===== src/rtl/a_arbiter_ctrl_pp_if.sv =====
// Bus-side signal bundle of the serial-bus arbiter.
//   master modport : arbiter view (samples id/com_state/done, drives cmd/bus_state/busy/timeout_err)
//   slave modport  : fabric view (drives requests and master status, samples arbiter outputs)
// Ports carried:
//   id[m]        requested slave per master, 0 = idle
//   com_state[m] 00 END_COM, 01 NAK, 10 WAIT_ACK, 11 COM
//   done[m]      master has released after a STOP command
//   cmd[m]       00 WAIT, 01 STOP_S, 10 STOP_P, 11 CLEAR
//   bus_state    {master, slave} mux select, 0 = bus idle
//   busy         arbiter not idle
//   timeout_err  one-cycle watchdog pulse
interface a_arbiter_ctrl_pp_if #(
    parameter int NO_MASTERS = 2,
    parameter int NO_SLAVES  = 3
);
    localparam int S_ID_WIDTH = $clog2(NO_SLAVES + 1);
    localparam int M_ID_WIDTH = $clog2(NO_MASTERS);

    logic [NO_MASTERS-1:0][S_ID_WIDTH-1:0]  id;
    logic [NO_MASTERS-1:0][1:0]             com_state;
    logic [NO_MASTERS-1:0]                  done;
    logic [NO_MASTERS-1:0][1:0]             cmd;
    logic [M_ID_WIDTH+S_ID_WIDTH-1:0]       bus_state;
    logic                                   busy;
    logic                                   timeout_err;

    modport master (
        input  id, com_state, done,
        output cmd, bus_state, busy, timeout_err
    );

    modport slave (
        output id, com_state, done,
        input  cmd, bus_state, busy, timeout_err
    );
endinterface


===== src/rtl/a_arbiter_ctrl_pp.sv =====
// Central bus arbiter: grants one master at a time, drives the bus-mux select,
// supports fixed or round-robin selection, one-level preemption with pause/resume
// and ACK/DRAIN watchdogs. All outputs are registered.
// Ports:
//   clk   rising-edge clock
//   rstN  asynchronous active-low reset
//   bus   a_arbiter_ctrl_pp_if.master (id, com_state, done in; cmd, bus_state, busy, timeout_err out)
//
// state  | meaning
// IDLE   | no owner, waiting for a request
// ALLOC  | owner latched, issue CLEAR
// ACK    | waiting for owner COM / NAK, watchdog running
// COM    | bus connected, hold counter running, preemption possible
// DRAIN  | STOP issued, waiting for owner done, watchdog running
// RESUME | transfer over, hand back to a paused master or go idle
module a_arbiter_ctrl_pp #(
    parameter int NO_MASTERS = 2,
    parameter int NO_SLAVES  = 3,
    parameter int THRESH     = 1000,
    parameter int ARB_MODE   = 0,
    parameter int PREEMPT_EN = 1,
    parameter int TIMEOUT    = 64
) (
    input logic                 clk,
    input logic                 rstN,
    a_arbiter_ctrl_pp_if.master bus
);
    localparam int S_ID_WIDTH = $clog2(NO_SLAVES + 1);
    localparam int M_ID_WIDTH = $clog2(NO_MASTERS);
    localparam int HW         = $clog2(THRESH + 1);
    localparam int WW         = $clog2(TIMEOUT + 1);

    localparam logic [1:0] CS_END = 2'b00, CS_NAK = 2'b01, CS_COM = 2'b11;
    localparam logic [1:0] C_WAIT = 2'b00, C_STOP_S = 2'b01, C_STOP_P = 2'b10, C_CLEAR = 2'b11;

    typedef enum logic [2:0] {IDLE, ALLOC, ACK, COM, DRAIN, RESUME} state_t;

    state_t                             state_q, state_d;
    logic [M_ID_WIDTH-1:0]              owner_q, owner_d, chal_q, chal_d, saved_owner_q, saved_owner_d;
    logic [M_ID_WIDTH-1:0]              rr_q, rr_d;
    logic [S_ID_WIDTH-1:0]              slave_q, slave_d, chal_slave_q, chal_slave_d;
    logic [S_ID_WIDTH-1:0]              saved_slave_q, saved_slave_d;
    logic                               saved_valid_q, saved_valid_d, stop_p_q, stop_p_d;
    logic [HW-1:0]                      hold_q, hold_d;
    logic [WW-1:0]                      wd_q, wd_d;
    logic [NO_MASTERS-1:0][1:0]         cmd_q, cmd_d;
    logic [M_ID_WIDTH+S_ID_WIDTH-1:0]   bus_q, bus_d;
    logic                               busy_q, busy_d, tmo_q, tmo_d;

    logic [NO_MASTERS-1:0]              req;
    logic                               fix_valid, rr_valid, sel_valid, below_thr, wd_expired;
    logic [M_ID_WIDTH-1:0]              fix_idx, rr_idx, sel_idx;

    assign bus.cmd         = cmd_q;
    assign bus.bus_state   = bus_q;
    assign bus.busy        = busy_q;
    assign bus.timeout_err = tmo_q;

    assign below_thr  = (hold_q < HW'(THRESH));
    assign wd_expired = (wd_q == WW'(TIMEOUT - 1));

    // Requesters exclude the current owner and a paused master, so neither
    // can win arbitration against itself.
    always_comb begin
        req       = '0;
        fix_valid = 1'b0;
        fix_idx   = '0;
        rr_valid  = 1'b0;
        rr_idx    = '0;
        for (int m = 0; m < NO_MASTERS; m++) begin
            req[m] = (bus.id[m] != '0)
                     && !((state_q != IDLE) && (owner_q == M_ID_WIDTH'(m)))
                     && !(saved_valid_q && (saved_owner_q == M_ID_WIDTH'(m)));
        end
        for (int m = NO_MASTERS - 1; m >= 0; m--) begin
            if (req[m]) begin
                fix_valid = 1'b1;
                fix_idx   = M_ID_WIDTH'(m);
            end
        end
        for (int k = 1; k <= NO_MASTERS; k++) begin
            if (!rr_valid && req[(int'(rr_q) + k) % NO_MASTERS]) begin
                rr_valid = 1'b1;
                rr_idx   = M_ID_WIDTH'((int'(rr_q) + k) % NO_MASTERS);
            end
        end
        sel_valid = (ARB_MODE == 1) ? rr_valid : fix_valid;
        sel_idx   = (ARB_MODE == 1) ? rr_idx   : fix_idx;
    end

    always_ff @(posedge clk or negedge rstN) begin
        if (!rstN) begin
            state_q       <= IDLE;
            owner_q       <= '0;
            chal_q        <= '0;
            saved_owner_q <= '0;
            rr_q          <= '0;
            slave_q       <= '0;
            chal_slave_q  <= '0;
            saved_slave_q <= '0;
            saved_valid_q <= 1'b0;
            stop_p_q      <= 1'b0;
            hold_q        <= '0;
            wd_q          <= '0;
            cmd_q         <= '0;
            bus_q         <= '0;
            busy_q        <= 1'b0;
            tmo_q         <= 1'b0;
        end else begin
            state_q       <= state_d;
            owner_q       <= owner_d;
            chal_q        <= chal_d;
            saved_owner_q <= saved_owner_d;
            rr_q          <= rr_d;
            slave_q       <= slave_d;
            chal_slave_q  <= chal_slave_d;
            saved_slave_q <= saved_slave_d;
            saved_valid_q <= saved_valid_d;
            stop_p_q      <= stop_p_d;
            hold_q        <= hold_d;
            wd_q          <= wd_d;
            cmd_q         <= cmd_d;
            bus_q         <= bus_d;
            busy_q        <= busy_d;
            tmo_q         <= tmo_d;
        end
    end

    always_comb begin
        state_d       = state_q;
        owner_d       = owner_q;
        chal_d        = chal_q;
        saved_owner_d = saved_owner_q;
        rr_d          = rr_q;
        slave_d       = slave_q;
        chal_slave_d  = chal_slave_q;
        saved_slave_d = saved_slave_q;
        saved_valid_d = saved_valid_q;
        stop_p_d      = stop_p_q;
        hold_d        = hold_q;
        cmd_d         = cmd_q;
        bus_d         = bus_q;
        tmo_d         = 1'b0;

        case (state_q)
            IDLE: begin
                if (sel_valid) begin
                    owner_d = sel_idx;
                    slave_d = bus.id[sel_idx];
                    rr_d    = sel_idx;
                    state_d = ALLOC;
                end
            end
            ALLOC: begin
                cmd_d          = '0;
                cmd_d[owner_q] = C_CLEAR;
                state_d        = ACK;
            end
            ACK: begin
                if (bus.com_state[owner_q] == CS_COM) begin
                    bus_d   = {owner_q, slave_q};
                    hold_d  = '0;
                    state_d = COM;
                end else if (bus.com_state[owner_q] == CS_NAK) begin
                    bus_d   = '0;
                    cmd_d   = '0;
                    state_d = RESUME;
                end else if (wd_expired) begin
                    tmo_d   = 1'b1;
                    bus_d   = '0;
                    cmd_d   = '0;
                    state_d = RESUME;
                end
            end
            COM: begin
                if (below_thr) hold_d = hold_q + 1'b1;
                if (bus.com_state[owner_q] == CS_END) begin
                    bus_d   = '0;
                    cmd_d   = '0;
                    state_d = RESUME;
                end else if ((PREEMPT_EN != 0) && !saved_valid_q && fix_valid && (fix_idx < owner_q)) begin
                    // Preemption always follows index order, even in round-robin mode.
                    chal_d         = fix_idx;
                    chal_slave_d   = bus.id[fix_idx];
                    stop_p_d       = below_thr;
                    cmd_d[owner_q] = below_thr ? C_STOP_P : C_STOP_S;
                    state_d        = DRAIN;
                end
            end
            DRAIN: begin
                if (bus.done[owner_q] || wd_expired) begin
                    // A paused owner is remembered only if it released cleanly.
                    if (bus.done[owner_q] && stop_p_q) begin
                        saved_owner_d = owner_q;
                        saved_slave_d = slave_q;
                        saved_valid_d = 1'b1;
                    end
                    tmo_d   = !bus.done[owner_q];
                    bus_d   = '0;
                    cmd_d   = '0;
                    owner_d = chal_q;
                    slave_d = chal_slave_q;
                    state_d = ALLOC;
                end
            end
            RESUME: begin
                cmd_d = '0;
                if (saved_valid_q) begin
                    owner_d       = saved_owner_q;
                    slave_d       = saved_slave_q;
                    saved_valid_d = 1'b0;
                    state_d       = ALLOC;
                end else begin
                    state_d = IDLE;
                end
            end
            default: state_d = IDLE;
        endcase

        if (state_d != state_q)
            wd_d = '0;
        else if (state_q == ACK || state_q == DRAIN)
            wd_d = wd_q + 1'b1;
        else
            wd_d = '0;

        busy_d = (state_d != IDLE);
    end
endmodule


===== src/flat_wrapper.sv =====
// flat-port wrapper written by rule: the top's interface ports become plain ports
module a_arbiter_ctrl_pp_flat 
#(
    parameter int NO_MASTERS = 2,
    parameter int NO_SLAVES  = 3,
    parameter int THRESH     = 1000,
    parameter int ARB_MODE   = 0,
    parameter int PREEMPT_EN = 1,
    parameter int TIMEOUT    = 64
)
  (clk, rstN, bus_id, bus_com_state, bus_done, bus_cmd, bus_bus_state, bus_busy, bus_timeout_err);
  a_arbiter_ctrl_pp_if #(.NO_MASTERS(NO_MASTERS), .NO_SLAVES(NO_SLAVES)) bus_i ();
  input logic clk;
  input logic rstN;
  input wire logic [$bits(bus_i.id)-1:0] bus_id;
  input wire logic [$bits(bus_i.com_state)-1:0] bus_com_state;
  input wire logic [$bits(bus_i.done)-1:0] bus_done;
  output wire logic [$bits(bus_i.cmd)-1:0] bus_cmd;
  output wire logic [$bits(bus_i.bus_state)-1:0] bus_bus_state;
  output wire logic [$bits(bus_i.busy)-1:0] bus_busy;
  output wire logic [$bits(bus_i.timeout_err)-1:0] bus_timeout_err;
  assign bus_i.id = bus_id;
  assign bus_i.com_state = bus_com_state;
  assign bus_i.done = bus_done;
  assign bus_cmd = bus_i.cmd;
  assign bus_bus_state = bus_i.bus_state;
  assign bus_busy = bus_i.busy;
  assign bus_timeout_err = bus_i.timeout_err;
  a_arbiter_ctrl_pp #(.NO_MASTERS(NO_MASTERS), .NO_SLAVES(NO_SLAVES), .THRESH(THRESH), .ARB_MODE(ARB_MODE), .PREEMPT_EN(PREEMPT_EN), .TIMEOUT(TIMEOUT)) u_core (.clk(clk), .rstN(rstN), .bus(bus_i));
endmodule

===== config.mk =====
export PLATFORM = sky130hd
export DESIGN_NAME = a_arbiter_ctrl_pp_flat
export DESIGN_NICKNAME = d
export VERILOG_FILES = /design/src/rtl/a_arbiter_ctrl_pp_if.sv /design/src/rtl/a_arbiter_ctrl_pp.sv /design/src/flat_wrapper.sv
export SDC_FILE = /design/constraint.sdc
export NUM_CORES = 1
export LEC_CHECK = 0
export CAP_MARGIN = 10
export CORE_UTILIZATION = 38
export CTS_CLUSTER_SIZE = 25
export DETAILED_ROUTE_END_ITERATION = 12
export GPL_TIMING_DRIVEN = 0
export PLACE_DENSITY = 0.63
export SLEW_MARGIN = 20
export SYNTH_ARGS = -nofsm -noshare
export SYNTH_HDL_FRONTEND = slang
export SYNTH_SLANG_ARGS = --single-unit

===== constraint.sdc =====
create_clock -name clk -period 1.8 [get_ports clk]
set_input_delay 0.54 -clock clk [delete_from_list [all_inputs] [get_ports clk]]
set_output_delay 0.54 -clock clk [all_outputs]
set_load 0.01 [all_outputs]

==> out/metrics.cfg <==
[logic_synthesis]
avgSynthCellArea_um2 = 9.91
synth_top_cells_by_area = dfrtp_1 46%, nor2_1 4.5%, mux2i_1 3.2%, xnor2_1 3.2%, a22o_1 2.8%
ys_ff_latch = 40
async_flop_share_pct = 100
yosys-top-cells-count = 40 x dfrtp_1, 26 x nor2_1, 16 x nand2_1, 12 x o21ai_0, 10 x nand3_1
synthesis.nets = 232
synth_most_common_cell = dfrtp_1
synth-edff-count = 0
yosysTopAreaCell = dfrtp_1
synthFlopType = dfrtp_1
syn_area_um2 = 2160
yosysTopAreaCellShare_pct = 46.3
yosysSeqAreaShare_pct = 46.3
yosys_warnings = 0
ys_types = 58
syn_inst = 218

[global_routing]
overflow = 0
grt_max_degree = 27
use_met3_pct = 4.94
grt.total_usage_pct = 18.4
grtUsageMet2_pct = 28.8
grt_pass1_wl_um = 8520
grt_pass1_vias = 1802
grt.busiest_layer = met2
antenna_found_initial = 0
gr-usage-met1_pct = 24.1

[floorplan]
core.rowCount = 27
num_io_pins = 21
dieArea_um2 = 5990
coreArea_um2 = 5510
initial_utilization_pct = 39.2
chipWidth_um = 77.4
die_h_um = 77.4

[timing]
fmax_mhz = 555
final_max_slew_viol_count = 0
slew_headroom_pct = 62.9
setup_slack_ns = -0.00328
fin_skew_ns = 0.00817
fin_crit_sh_pct = 100
tightest_slew_ns = 0.552
hold_viol = 0
setup_violations = 1
hold_slack_ns = 0.154
period_minus_slack_ns = 1.80
fin_tns_setup_ns = -0.00328
rsz0062_at_grt = true

[clocking]
clkLatencyLatePin_ns = 0.30
cts-root-buf = clkbuf_8
clock_path_buffers = 2
htree_num_levels = 2
cts_hold_repair.buffers = 0
path_clk_slew_ns = 0.08
cts_tree = built
cts.sinks = 40
cts-buffers-inserted = 5

[setup_path]
reg2reg_slack_ns = -0.003
crit_family = simple AND/OR/NAND/NOR gates
critPathLaunchType = register
crit_path_cell_trace = ha_2 -> and3_4 -> a211oi_4 -> or3_4 -> a2111oi_4 -> a31o_1
crit_path_max_fanout = 4
worstPathRequired_ns = 2.04
worstPathArrival_ns = 2.04
slowest_stage = or3_4
path_class = register to register
cp-end-kind = register
critPathBufInv = 0
cp_slowest_stage_delay_ns = 0.41

[place]
dp_slack_ns = -0.746
io_buffers = 20
place.gp.congestion = 0.803
place_hpwl_um = 3520

[drt]
finalWirelength_um = 5290
antenna_left = 0
drt-initial-drc-count = 109
num_vias = 1859
dr.pass1.iters = 4
vias_per_cell = 5.48
drc = 0
avgRoutedWirePerCell_um = 15.6

[layout]
nets = 280
areaGrowthSynthToFinish_pct = 35.1
antennaDiodeCount = 0
drive_above_1_share_pct = 31.8

[hold_path]
hp-class = primary input to asynchronous set/reset pin

[pwr]
ir_worst_vdd_mv = 0.831
cellLeakagePower_nw = 1.21
power_density_nw_per_um2 = 1520

[run_status]
violations = negative setup slack
status = finished, violations left

[run]
cap_violations = 0

==> flip-flops by register name, summed over array words and instances (netlist names) <==
signal                  flops
u_core.state_q              3
u_core.saved_valid_q        1
u_core.hold_q              10
u_core.bus.busy             1
u_core.bus.bus_state        3
u_core.owner_q              1
u_core.stop_p_q             1
u_core.saved_slave_q        2
u_core.chal_q               1
u_core.bus.timeout_err      1
u_core.wd_q                 7
u_core.chal_slave_q         2
u_core.slave_q              2
u_core.saved_owner_q        1
u_core.bus.cmd              4
==> cells by family after synthesis <==
| logic type | Yosys count | share of synthesized area [%] |
|---|---|---|
| flops | 40 | 46.3 |
| mux | 12 | 6.02 |
| simple gates | 81 | 19.4 |
| fa+ha+maj | 2 | 1.16 |
| buf+inv | 16 | 3.13 |
| compound gates | 58 | 20.3 |
| xor+xnor | 9 | 3.65 |
==> worst paths after layout <==
| path | from | end | cells past startpoint |
|---|---|---|---|
| worst max register to register | u_core.wd_q[1] | u_core.bus.cmd[3] | 6 |
| max in group asynchronous | rstN | u_core.bus.bus_state[1] | 2 |
| min in group clk | u_core.saved_slave_q[1] | u_core.saved_slave_q[1] | 2 |
| worst min-delay path | rstN | u_core.hold_q[6] | 1 |
| worst min register to register | u_core.saved_slave_q[1] | u_core.saved_slave_q[1] | 2 |
| worst max-delay path | u_core.wd_q[1] | u_core.bus.cmd[3] | 6 |
==> stage by stage <==
| step | util [%] | instances | instance area, um^2 | total power, mW |
|---|---|---|---|---|
| 2_1_floorplan | - | 218 | 2160 | 2.67 |
| 3_3_place_gp | 44.5 | 310 | 2450 | 3.18 |
| 3_5_place_dp | 44.8 | 311 | 2470 | 3.22 |
| 4_1_cts | 50.7 | 333 | 2790 | 4.22 |
| 5_1_grt | 53.0 | 339 | 2920 | 4.73 |
| 6_report | 53.0 | 339 | 2920 | 4.45 |
==> cell usage in the layout, fill, tap and decap left out, types with 2 or more instances in the layout <==
cell type	synthesis	final
a211oi_4	0	2
a21oi_1	6	5
a21oi_2	1	2
a22o_1	7	7
a22oi_1	2	2
a2bb2oi_1	2	2
and3_4	1	2
buf_2	3	4
buf_4	1	21
buf_6	0	2
clkbuf_8	0	5
clkdlybuf4s50_1	0	9
clkinv_2	0	2
dfrtp_1	40	37
dfrtp_2	0	3
dlygate4sd2_1	0	10
inv_1	8	8
mux2_2	4	4
mux2i_1	7	5
mux2i_2	0	2
nand2_1	16	15
nand2b_1	2	2
nand3_1	10	7
nand3_2	0	2
nand4_1	2	2
nor2_1	26	19
nor2_2	0	2
nor2_4	0	5
nor3_1	6	5
nor3_4	0	2
o21ai_0	12	11
o21ai_1	3	3
o22ai_1	4	3
o31ai_1	2	2
or3_1	2	2
or3_4	2	2
xnor2_1	8	8
==> layout make-up <==
cell class,count,area (um^2)
Timing Repair Buffer,42,360
Buffer,6,41.3
Multi-Input combinational cell,162,1300
Fill cell,488,2590
Sequential cell,40,1000
Inverter,9,36.3
Clock buffer,5,68.8
Clock inverter,3,18.8
Tap cell,72,90.1
==> power by group <==
group | switching (mW) | total (mW) | internal, mW
logic | 1.25 | 2.42 | 1.17
clock network | 0.337 | 0.608 | 0.270
registers | 0.239 | 1.43 | 1.19
total | 1.82 | 4.45 | 2.63
==> metal layers <==
metal	routed length [um]	vias up
li1	-	889
met1	2430	916
met2	2530	40
met3	195	14
met4	133	0
met5	0	-
==> repair_timing <==
action / in CTS / in global routing
endpoints found under the hold margin: 0 / 0
setup endpoints to repair: 23 / 20
pin swaps: 14 / 10
setup buffers: 15 / 6
resized for setup: 47 / 16
Power figures use the tool's default switching activity.
